**src/rtl/fib_rx_if.sv**
```systemverilog
// link_intf: asynchronous bundled-data link carrying one WIDTH-bit word per
// req phase (two-phase) or per req pulse (four-phase).
interface link_intf #(
    parameter int WIDTH = 32
);
    logic             req;
    logic             ack;
    logic [WIDTH-1:0] data;

    modport in  (input  req, input  data, output ack);
    modport out (output req, output data, input  ack);
endinterface

```
**src/rtl/fib_rx.sv**
```systemverilog
// fib_rx: clock-domain receiver for the link_intf bundled-data channel, with a
// valid/ready output port. Define FIB_RX_CHECK_EN to add the Fibonacci checker.
module fib_rx #(
    parameter     ENC         = "TP",
    parameter int WIDTH       = 32,
    parameter int SYNC_STAGES = 2
) (
    input  logic             clk,
    input  logic             rst_n,
    input  logic             start,
    link_intf.in             in,
    output logic             out_valid,
    input  logic             out_ready,
    output logic [WIDTH-1:0] out_data,
    output logic [31:0]      word_cnt,
    output logic             err,
    output logic [15:0]      err_cnt
);

    localparam bit FOUR_PHASE = (ENC == "FP");

    typedef enum logic [1:0] {IDLE, HOLD, RTZ} state_t;

    state_t                 state;
    logic                   ack_r;
    logic [SYNC_STAGES-1:0] sync_q;
    logic                   req_s;
    logic                   req_event;
    logic                   accept;

    // NOTE: all state uses non-blocking assignments so every flop samples the
    // pre-edge values; blocking here would make chained flops collapse.
    always_ff @(posedge clk or negedge rst_n) begin
        if (!rst_n) sync_q <= '0;
        else        sync_q <= {sync_q[SYNC_STAGES-2:0], in.req};
    end

    assign req_s     = sync_q[SYNC_STAGES-1];
    assign req_event = FOUR_PHASE ? req_s : (req_s != ack_r);
    assign accept    = out_valid && out_ready;

    // Data is captured only when the synchronised req says a word is present;
    // the sender holds it stable until ack answers.
    always_ff @(posedge clk or negedge rst_n) begin
        if (!rst_n) begin
            state     <= IDLE;
            ack_r     <= 1'b0;
            out_valid <= 1'b0;
            out_data  <= '0;
        end else begin
            case (state)
                IDLE: begin
                    if (req_event) begin
                        out_data  <= in.data;
                        out_valid <= 1'b1;
                        state     <= HOLD;
                    end
                end
                HOLD: begin
                    if (out_ready) begin
                        out_valid <= 1'b0;
                        if (FOUR_PHASE) begin
                            ack_r <= 1'b1;
                            state <= RTZ;
                        end else begin
                            ack_r <= ~ack_r;
                            state <= IDLE;
                        end
                    end
                end
                RTZ: begin
                    if (!req_s) begin
                        ack_r <= 1'b0;
                        state <= IDLE;
                    end
                end
                default: state <= IDLE;
            endcase
        end
    end

    assign in.ack = ack_r;

    // A start coinciding with an accept counts that word as the first one.
    always_ff @(posedge clk or negedge rst_n) begin
        if (!rst_n)      word_cnt <= '0;
        else if (start)  word_cnt <= accept ? 32'd1 : 32'd0;
        else if (accept) word_cnt <= word_cnt + 32'd1;
    end

`ifdef FIB_RX_CHECK_EN
    logic [WIDTH-1:0] exp_a;
    logic [WIDTH-1:0] exp_b;
    logic             mismatch;

    assign mismatch = accept && (out_data != (start ? '0 : exp_a));

    always_ff @(posedge clk or negedge rst_n) begin
        if (!rst_n) begin
            exp_a   <= '0;
            exp_b   <= WIDTH'(1);
            err     <= 1'b0;
            err_cnt <= '0;
        end else begin
            err <= mismatch;
            if (start) begin
                // Restarted sequence is 0,1; an accepted word advances it once.
                exp_a   <= accept ? WIDTH'(1) : '0;
                exp_b   <= WIDTH'(1);
                err_cnt <= mismatch ? 16'd1 : 16'd0;
            end else if (accept) begin
                exp_a <= exp_b;
                exp_b <= exp_a + exp_b;
                if (mismatch && err_cnt != 16'hFFFF) err_cnt <= err_cnt + 16'd1;
            end
        end
    end
`else
    assign err     = 1'b0;
    assign err_cnt = '0;
`endif

endmodule

```
**src/flat_wrapper.sv**
```systemverilog
// flat-port wrapper written by rule: the top's interface ports become plain ports
module fib_rx_flat 
#(
    parameter     ENC         = "  ",
    parameter int WIDTH       = 32,
    parameter int SYNC_STAGES = 2
)
  (clk, rst_n, start, out_valid, out_ready, out_data, word_cnt, err, err_cnt, in_req, in_data, in_ack);
  link_intf #(.WIDTH(WIDTH)) in_i ();
  input  logic clk;
  input  logic rst_n;
  input  logic start;
  output logic out_valid;
  input  logic out_ready;
  output logic [WIDTH-1:0] out_data;
  output logic [31:0] word_cnt;
  output logic err;
  output logic [15:0] err_cnt;
  input wire logic [$bits(in_i.req)-1:0] in_req;
  input wire logic [$bits(in_i.data)-1:0] in_data;
  output wire logic [$bits(in_i.ack)-1:0] in_ack;
  assign in_i.req = in_req;
  assign in_i.data = in_data;
  assign in_ack = in_i.ack;
  fib_rx #(.ENC(ENC), .WIDTH(WIDTH), .SYNC_STAGES(SYNC_STAGES)) u_core (.clk(clk), .rst_n(rst_n), .start(start), .in(in_i), .out_valid(out_valid), .out_ready(out_ready), .out_data(out_data), .word_cnt(word_cnt), .err(err), .err_cnt(err_cnt));
endmodule
```
**config.mk**
```make
export PLATFORM = sky130hd
export DESIGN_NAME = fib_rx_flat
export DESIGN_NICKNAME = d
export VERILOG_FILES = /design/src/rtl/fib_rx_if.sv /design/src/rtl/fib_rx.sv /design/src/flat_wrapper.sv
export SDC_FILE = /design/constraint.sdc
export NUM_CORES = 1
export LEC_CHECK = 0
export BUFFER_PORTS_ARGS = -buffer_cell sky130_fd_sc_hd__buf_2
export CAP_MARGIN = 40
export CORE_MARGIN = 4
export CORE_UTILIZATION = 44
export CTS_CLUSTER_SIZE = 30
export DETAILED_ROUTE_END_ITERATION = 6
export GPL_TIMING_DRIVEN = 0
export MAX_ROUTING_LAYER = met4
export PLACE_DENSITY = 0.75
export SYNTH_ARGS = -nofsm -noshare
export SYNTH_HDL_FRONTEND = slang
export SYNTH_SLANG_ARGS = --single-unit
```
**constraint.sdc**
```tcl
create_clock -name clk -period 2.1 [get_ports clk]
set_clock_uncertainty 0.05 [all_clocks]
set_input_delay 0.105 -clock clk [delete_from_list [all_inputs] [get_ports clk]]
set_output_delay 0.105 -clock clk [all_outputs]
set_load 0.05 [all_outputs]
```
Word level (Yosys, flattened, before mapping)
Cells that the tools add are included.

word-level totals
  flip-flop bits (word level) = 70
  output and inout port bits = 83
  bits of input ports = 37
  word-level logic and storage cells = 36

cells by class
  reduce and logical (&&, ||, !) cells = 9
  bitwise gates (word level) = 1
  $add $sub $neg = 1
  mux-type cells = 13
  equality and inequality tests = 6

operators with widths
  cell                                                                      number
  32-bit two-way mux                                                        2
  32-bit by 1-bit adder with 32-bit output (second input constant)          1
  3-bit AND reduction                                                       3
  2-bit two-way mux                                                         3
  2-bit case mux with 3 select lines                                        1
  2-bit nonzero test                                                        3
  1-bit two-way mux                                                         5
  2-bit inequality test (second input constant)                             2
  1-bit case mux with 2 select lines                                        2
  2-bit by 1-bit == test with 1-bit output (second input constant)          1
  2-bit == test (second input constant)                                     1
  2-bit zero test                                                           1
  2-bit by 1-bit inequality test with 1-bit output (second input constant)  1
  2-bit AND reduction                                                       1
  1-bit logical AND                                                         1
  1-bit inequality test                                                     1
  1-bit inverter                                                            1

Depth between registers and ports, before layout
  word-level depth = 3
  depth in mapped cells = 6
  mapped depth without buffers = 5

Worst setup path after synthesis
No wires, ideal clock.

  path type = reg-to-reg
  from = register u_core.word_cnt[1]
  to = register u_core.word_cnt[26]
  arrival = 2.309 ns
  clock period less this slack = 2.437 ns
  setup time = 0.078 ns
  cell stages (with the launch flop) = 7
  buffers on the path = 1
  data required time = 1.972 ns
  slack = -0.337 ns
  cells stage by stage = dfrtp_1 > ha_1 > nand4_1 > or4_1 > clkbuf_1 > or4_1 > a21oi_1

on the way
  word-level cells in the longest chain between the ends = 3

ends and longest elaborated chain
  what                                      line          RTL
  start: declaration                        fib_rx.sv:15  output logic [31:0] word_cnt,
  start signal: assignment                  fib_rx.sv:87  else if (start) word_cnt <= accept ? 32'd1 : 32'd0;
  start signal: assignment                  fib_rx.sv:88  else if (accept) word_cnt <= word_cnt + 32'd1;
  32-bit by 1-bit adder with 32-bit output  fib_rx.sv:88
  32-bit two-way mux                        fib_rx.sv:88
  32-bit two-way mux                        fib_rx.sv:87

Every way passes these cells. The select of a mux whose other input is x is not followed.
A chain may end at the register's enable or synchronous reset.

Final worst setup path
  from = register u_core.word_cnt[12]
  to = register u_core.word_cnt[30]

Same word-level chain as after synthesis.

==> results.cfg <==
[global_routing]
grt_overflow = 0
grt_pass1_wl_um = 14500
antenna_found_initial = 0
track_usage_pct = 21.5
grt.busiest_layer = met2
met2_usage_pct = 33.8
use_met1_pct = 26.2
grt_start_max_net_pins = 52
grt_pass1_vias = 2985
gr-usage-met3_pct = 6.52

[worst_setup_path]
crit_end = u_core.word_cnt[30]$_DFFE_PN0P_
reg2reg_to = u_core.word_cnt[30]$_DFFE_PN0P_
worstRegToRegCells = 6
worstPathArrival_ns = 2.19
r2r_slack_ns = 0.09
crit_required_ns = 2.27
crit_start = u_core.word_cnt[12]$_DFFE_PN0P_
rr_startpoint = u_core.word_cnt[12]$_DFFE_PN0P_
end_kind = flop
path_class = reg -> reg
crit_path_start_kind = flop
crit_fanout = 10

[finish]
area_growth_pct = 42.7
drive_gt1_share_pct = 46.9
nets = 496
fin_cells = 559
multi_input_area_um2 = 1420
regArea_um2 = 1730
fillers = 548
antennaDiodeCount = 0

[cts]
clockRootBuffer = clkbuf_8
max-clock-path-buffers = 2
cts_htree_levels = 3
cts_tree = yes
cts_sinks = 68
numCtsBuffers = 9
clock_latency_ns = 0.34
clkTransAtPathRegs_ns = 0.08

[synthesis]
synthAdderAreaFrac_pct = 0.388
synth_top_area_share_pct = 52.8
ys_ff_latch = 68
yosys.area_share.simple_pct = 17.8
avgSynthCellArea_um2 = 11.2
synth.largest_area_cell = dfrtp_1
ys_seq_area_share_pct = 52.8
synthMuxAreaShare_pct = 12.6
synth_top_family_by_area = simple AND/OR/NAND/NOR gates
synth-main-ff-cell = dfrtp_1
synth-xor-area-share_pct = 3.26
synth.distinct_cells = 36
synthTopCellsByArea = dfrtp_1 53%, mux2_2 12%, buf_4 4.0%, or4_1 3.3%, a21oi_1 2.9%
synth-async-reset-ratio_pct = 100
ys_warn_count = 0
synth_commonest_cells = 68 x dfrtp_1, 35 x mux2_2, 19 x a21oi_1
synth-edff-count = 0
synth.most_common_cell = dfrtp_1
synth_compound_area_share_pct = 6.63
synthCells = 287
syn_area_um2 = 3230

[pwr]
power.density_nw_per_um2 = 1190
power.leakage_uw = 0.00212
peakVddDrop_mv = 1.12

[sta]
worst_slew_pin_slew_ns = 0.533
finalHoldViolCount = 0
whs_ns = 0.105
setup_viol = 0
fin_crit_sh_pct = 95.9
final.setup.tns_ns = 0
report.final.slew_viol_count = 0
fmax_mhz = 497
layout_min_cycle_time_ns = 2.01
slew-limit-headroom_pct = 64.5

[detailed_routing]
routedWlPerCell_um = 15.8
routed_wl_um = 8820
drcViolationCount = 0
drtAntennaViolNets = 0
drt-pass1-iter-count = 4
dr_total_vias = 2883
via_per_inst = 5.16
first_iter_violations = 125

[floorplanning]
die-area_um2 = 8760
die_w_um = 93.6
row_count = 30
core_um2 = 6940
die_h_um = 93.6
pin_count = 120
start_util_pct = 46.5

[place]
portBuffers = 101
post-dp-hpwl_um = 5830
gp_congestion = 0.863
dp.cells = 501

[flow_run]
cap_violations = 0

[status]
outcome = finished, final reports clean

[worst_hold_path]
hold_path_class = in -> reg
-- repair_timing --
| item | 4_1_cts | 5_1_grt |
|---|---|---|
| hold endpoints to repair | 101 | 0 |
| setup buffers | 0 | 8 |
| hold buffers | 34 | 0 |
| gates resized for setup | 0 | 16 |
| setup endpoints to repair | 0 | 16 |
-- registers in the layout, summed over array words and instances (netlist names) --
signal            cells
u_core.out_data      32
u_core.word_cnt      32
u_core.sync_q         2
u_core.in.ack         1
u_core.out_valid      1
-- cell usage in the layout, fill, tap and decap left out, drive strengths merged, types with 2 or more instances in the layout --
master,count
clkinv,2
inv,4
xnor2,7
or4,15
o31ai,12
dlygate4sd3,34
or3,4
and4,5
a21oi,19
nor4,5
nor2,14
xor2,5
buf,131
nor2b,5
nand4,11
mux2,36
clkbuf,22
o21ai,4
and2,3
clkinvlp,3
conb,17
dfrtp,68
and3,4
nand3,11
nor3,2
nand2,15
-- cell families (layout without fill, tap and decap cells) --
group	Yosys count	after routing
and+or+nand+nor	97	97
DFF	68	68
AOI/OAI and AO/OA	36	36
muxes	36	36
buffers and inverters	36	196
xor gates and xnor gates	12	12
adders and majority gates	1	1
other	1	17
-- through the flow --
step	setup WS (ns)	instance area [um^2]	util (%)	power, uW
floorplan	-0.0218	3330	-	3860
global placement	0.0627	3960	57.0	4400
detailed placement	0.0322	3990	57.4	4470
CTS	0.00656	4500	64.8	5470
global route	-0.0119	4600	66.3	5740
finish	0.0867	4600	66.3	5480
-- how the worst min path moves through the flow --
stage | startpoint | to | slack [ns] | cells after the start
floorplan | rst_n | u_core.in.ack$_DFFE_PN0P_ | -0.24 | 0
global placement | in_req | u_core.sync_q[0]$_DFF_PN0_ | 0.17 | 1
detailed placement | rst_n | u_core.word_cnt[22]$_DFFE_PN0P_ | -0.05 | 1
CTS | rst_n | u_core.word_cnt[19]$_DFFE_PN0P_ | 0.13 | 2
global route | out_ready | u_core.word_cnt[0]$_DFFE_PN0P_ | 0.14 | 3
finish | out_ready | u_core.in.ack$_DFFE_PN0P_ | 0.11 | 3
-- worst max-delay path: stages, from the launching register on --
cell and delay, ns:
dfrtp_2 0.42, nand4_4 0.13, or4_4 0.53, buf_6 0.15
buf_6 0.14, nor4_4 0.13, mux2_1 0.34
-- layout make-up --
| class | instances | share of cell area [%] |
|---|---|---|
| plain buffers | 33 | 4.70 |
| inverters | 3 | 0.245 |
| multi-input cells | 199 | 30.9 |
| clock inverters | 6 | 0.897 |
| flip-flops and latches | 68 | 37.6 |
| clock buffers | 10 | 2.77 |
| repair buffers | 144 | 20.3 |
| well taps | 96 | 2.61 |
-- routing by layer --
metal	up-vias	wire (um)
met1	1404	3640
met4	0	121
met3	11	762
met5	-	0
met2	118	4300
li1	1350	-
-- power breakdown --
group          total [uW]  leakage, uW  switching [uW]  internal, uW
logic                2630      0.00120            1840           790
registers            1900     0.000832             223          1670
clock network         950    0.0000787             522           428
total                5480      0.00212            2590          2890
Note: power is estimated with default switching activity, not from simulation.
